`config.mk`:
```
export PLATFORM = sky130hd
export DESIGN_NAME = restoring_divider
export DESIGN_NICKNAME = d
export VERILOG_FILES = /design/src/rtl/restoring_divider.sv
export SDC_FILE = /design/constraint.sdc
export NUM_CORES = 1
export LEC_CHECK = 0
export CAP_MARGIN = 20
export CELL_PAD_IN_SITES_DETAIL_PLACEMENT = 1
export CELL_PAD_IN_SITES_GLOBAL_PLACEMENT = 1
export CORE_MARGIN = 5
export CORE_UTILIZATION = 45
export DETAILED_ROUTE_END_ITERATION = 10
export PLACE_DENSITY = 0.87
export SYNTH_ARGS = -nofsm -noshare
export SYNTH_HDL_FRONTEND = slang
export SYNTH_SLANG_ARGS = --single-unit
```
`constraint.sdc`:
```
create_clock -name clk -period 4 [get_ports clk]
set_clock_uncertainty 0.2 [all_clocks]
set_input_delay 1 -clock clk [delete_from_list [all_inputs] [get_ports clk]]
set_output_delay 1 -clock clk [all_outputs]
set_load 0.02 [all_outputs]
```
`src/rtl/restoring_divider.sv`:
```
// Sequential unsigned restoring divider: one shift-subtract-restore step per
// clock, WIDTH steps per operation. A zero divisor bypasses the iteration and
// reports all-ones quotient, remainder = dividend, and a div_by_zero flag.
module restoring_divider #(
  parameter int WIDTH = 8
) (
  input  logic             clk,
  input  logic             rst,
  input  logic             start,
  input  logic [WIDTH-1:0] dividend,
  input  logic [WIDTH-1:0] divisor,
  output logic             busy,
  output logic             done,
  output logic [WIDTH-1:0] quotient,
  output logic [WIDTH-1:0] remainder,
  output logic             div_by_zero
);

  localparam int CNT_W = (WIDTH > 2) ? $clog2(WIDTH) : 1;

  localparam logic [1:0] IDLE = 2'd0;
  localparam logic [1:0] DIV  = 2'd1;
  localparam logic [1:0] DONE = 2'd2;

  logic [1:0]       state;
  logic [CNT_W-1:0] cnt;
  logic [WIDTH-1:0] r_work;
  logic [WIDTH-1:0] q_work;
  logic [WIDTH-1:0] d_work;

  logic [WIDTH:0]   trial;
  logic             no_borrow;
  logic [WIDTH-1:0] r_next;
  logic [WIDTH-1:0] q_next;

  // Trial subtraction {r, msb} - {0, d}, done as an add of the inverted
  // divisor with carry-in 1, matching the ALU adder's subtract path.
  // Because r < d always holds, bit WIDTH of the result is 0 exactly when
  // the subtraction did not borrow.
  function automatic logic [WIDTH:0] sub_step(
    input logic [WIDTH-1:0] r,
    input logic             msb,
    input logic [WIDTH-1:0] d
  );
    logic [WIDTH:0] t;
    t = {r, msb} + {1'b1, ~d} + {{WIDTH{1'b0}}, 1'b1};
    return t;
  endfunction

  // One restoring step: keep the difference on no-borrow, otherwise just shift.
  always_comb begin
    trial     = sub_step(r_work, q_work[WIDTH-1], d_work);
    no_borrow = ~trial[WIDTH];
    r_next    = no_borrow ? trial[WIDTH-1:0] : {r_work[WIDTH-2:0], q_work[WIDTH-1]};
    q_next    = {q_work[WIDTH-2:0], no_borrow};
  end

  assign busy = (state == DIV);
  assign done = (state == DONE);

  // Control FSM, working registers and result registers.
  always_ff @(posedge clk or posedge rst) begin
    if (rst) begin
      state       <= IDLE;
      cnt         <= '0;
      r_work      <= '0;
      q_work      <= '0;
      d_work      <= '0;
      quotient    <= '0;
      remainder   <= '0;
      div_by_zero <= 1'b0;
    end else begin
      case (state)
        IDLE: begin
          if (start) begin
            if (divisor == '0) begin
              quotient    <= '1;
              remainder   <= dividend;
              div_by_zero <= 1'b1;
              state       <= DONE;
            end else begin
              r_work <= '0;
              q_work <= dividend;
              d_work <= divisor;
              cnt    <= '0;
              state  <= DIV;
            end
          end
        end
        DIV: begin
          r_work <= r_next;
          q_work <= q_next;
          cnt    <= cnt + 1'b1;
          if (cnt == CNT_W'(WIDTH - 1)) begin
            quotient    <= q_next;
            remainder   <= r_next;
            div_by_zero <= 1'b0;
            state       <= DONE;
          end
        end
        DONE: begin
          state <= IDLE;
        end
        default: begin
          state <= IDLE;
        end
      endcase
    end
  end

endmodule

```
==> reports/results.tsv <==
stage	metric	value	unit
global_route	Total Routing Usage GR	0.1921	
sta	max-slew violation total from the final report	0	
sta	Tmin final	3190	ps
clock_tree	post-CTS setup buffer count	0	
synthesis	Syn. warnings	0	
placed_design	dpl cells	371	
sta	RSZ-0062 raised after global routing	false	
die	Die X	85.55	um
critical_path	Worst setup SP type	input pin	
pwr	Pwr Total	3.054	mW
critical_path	Worst Setup End Kind	register	
clock_tree	CTS tree	yes	
global_route	gr ovfl total	0	
clock_tree	CTS root buffer	clkbuf_8	
global_route	GR Layer Usage met1	0.2489	
placed_design	port buffer count	37	
pwr	Max IR drop VDD	547.5	uV
synthesis	mapped cell area	0.002569	mm^2
pwr	Static Leak	1.394	nW
global_route	GRT Max-Usage Layer	met2	
synthesis	fraction of registers with async set/reset	1.000	
synthesis	sequential cell area fraction in the yosys report	0.4481	
synthesis	Post-synth EDFFs	0	
routing	vias per std cell	5.718	
min_path	Hold Path Cell Cnt	1	
global_route	initial antenna violation count	0	
cells_and_area	final std cells w/o fill	380	
routing	Via Count	2173	
critical_path	CP required	3980	ps
critical_path	Critical Path Fanout Max	24	
synthesis	Syn Nets	301	
clock_tree	H-tree levels	2	
cells_and_area	Core Util, Final	0.5650	
critical_path	CP arrival	3170	ps
sta	Max-slew headroom	0.4473	
routing	initial DRC count	144	
critical_path	critical path's slowest cell	nor4_2	
clock_tree	CTS Hold Bufs	0	
sta	Fin. Hold Viols	0	
sta	f_max	313.5	MHz
critical_path	flop2flop setup slack	850	ps
synthesis	synth top area cells	dfrtp_1, ha_1, nor2_1, nand2_1, o21ai_0	
routing	1st-pass router iterations	4	
routing	Residual DRC	0	
die	Die ar.	0.007319	mm^2
sta	WHS	313.9	ps
sta	Setup Total Neg Slack	0	ps
min_path	Worst Hold Class	reg2reg	
cells_and_area	Area growth, synth to finish	21.87	%
synthesis	Yosys top cell area share	0.4481	
outcome	outcome	finished clean	
die	Site Rows	27	
synthesis	Post-synth top cells	dfrtp_1, nor2_1, nand2_1	
sta	final setup margin	810.4	ps
clock_tree	Worst-path clk slew	100	ps
cells_and_area	layout cells sized above 1	0.1006	
placed_design	GPL Wtd Cong	0.7774	
global_route	met3 Resource Use GR	0.03266	
clock_tree	Post-CTS Resized	0	
synthesis	top cell type by total area after synthesis	dfrtp_1	
critical_path	reg2reg start	q_work[7]$_DFFE_PP0P_	
sta	Final period util	0.7974	
min_path	WHS Endpoint	cnt[0]$_DFFE_PP0P_	
synthesis	register bit total from synthesis	46	
placed_design	hpwl dp	4894	um
critical_path	CP Class	in2reg	
critical_path	Reg2Reg Capture Point	r_work[6]$_DFFE_PP0P_	
die	initial core utilization	0.4636	
die	core area	0.005540	mm^2
die	Chip Height	85.55	um
global_route	vias in the first global route	2315	
synthesis	Mapped Cells	271	
global_route	met2 Usage GRT	0.3340	
clock_tree	clk sink count	46	
routing	final WL	6740	um
cells_and_area	fin nets	337	
synthesis	main flop type after synthesis	dfrtp_1	
run	max-cap viol count	0	
sta	Tightest Pin Transition	829.0	ps
die	I/O pin count	38	
routing	ANT nets after route	0	
critical_path	slowest stage delay, CP	500	ps
synthesis	syn avg cell area	9.479	um^2
clock_tree	Num CTS Buffers	5	
placed_design	dpl cell area	0.002998	mm^2
cells_and_area	Finished Cell Area	0.003131	mm^2
placed_design	pre-CTS setup slack	482.7	ps
synthesis	most frequent cell after synthesis	dfrtp_1	
global_route	first-pass GRT wire length	11410	um
clock_tree	worst-skew pair later-pin latency	300	ps
critical_path	crit-path cells	clkdlybuf4s50_1, nor4_2, a211oi_1, and2_1, a222oi_1, inv_1	
clock_tree	CTS max path bufs	2	
pwr	power density over cell area	975.5	mW/mm^2
critical_path	cells on worst reg2reg path	10	
global_route	largest net degree at the start of global routing	47	
sta	Final setup viols	0	
min_path	hold_sp	cnt[0]$_DFFE_PP0P_	
routing	wire per inst	17.74	um
cells_and_area	ant diodes	0	
synthesis	Synth cell types	51	
==> cells by family after synthesis <==
group           Yosys count  synth area share
flops                    46            0.4481
compound gates           80            0.2319
mux                       6           0.02435
buf+inv                  36           0.05894
xor+xnor                  5           0.01705
fa+ha+maj                11           0.05650
simple gates             87            0.1632
==> critical path: cells and delay by family <==
family                 cells  cell delay, ps
and+or+nand+nor            2             970
AOI/OAI and AO/OA          2             670
buffers and inverters      2             520
==> final cells by class <==
class,instances,area [um^2]
clock buffer,5,68.82
clock inverter,3,43.79
fill,654,2410
inverter,22,82.58
multi-input combinational,189,1266
sequential,46,1151
tap,72,90.09
timing repair buffer,43,427.9
==> report_power, final <==
group / internal (mW) / total (mW) / switching, mW
sequential: 0.683 / 0.843 / 0.160
combinational: 0.789 / 1.86 / 1.07
clock: 0.188 / 0.355 / 0.167
total: 1.66 / 3.05 / 1.39
==> worst max-delay path by stage <==
| stage | startpoint | to | slack [ps] |
|---|---|---|---|
| floorplan | divisor[5] | q_work[1]$_DFFE_PP0P_ | 1420 |
| global placement | divisor[0] | d_work[0]$_DFFE_PP0P_ | 570 |
| detailed placement | divisor[3] | d_work[0]$_DFFE_PP0P_ | 480 |
| CTS | divisor[1] | q_work[0]$_DFFE_PP0P_ | 780 |
| global route | divisor[1] | q_work[0]$_DFFE_PP0P_ | 640 |
| finish | divisor[1] | q_work[0]$_DFFE_PP0P_ | 810 |
==> cells in the final DEF (no fill, tap or decap), types with 4 or more instances in the layout <==
cell type and count:
buf_4 5, nand2b_1 4, nor2_1 31, mux2i_1 4, ha_1 10, a31oi_1 4
clkbuf_8 5, clkdlybuf4s50_1 37, a222oi_1 8, xor2_1 4, nor3_1 5, o21ai_0 17
inv_1 21, dfrtp_1 46, a21oi_1 15, nand2_1 27
==> layer usage <==
layer | vias to the layer above | part of all wire
li1 | 1033 | -
met2 | 54 | 0.51
met5 | - | 0
met4 | 0 | 0.011
met1 | 1078 | 0.44
met3 | 8 | 0.044
==> state kept, by name, indices dropped and copies added, names as in the netlist <==
name and flops:
cnt 3, d_work 8, div_by_zero 1, q_work 8
quotient 8, r_work 8, remainder 8, state 2
Note: power is estimated with default switching activity, not from simulation.
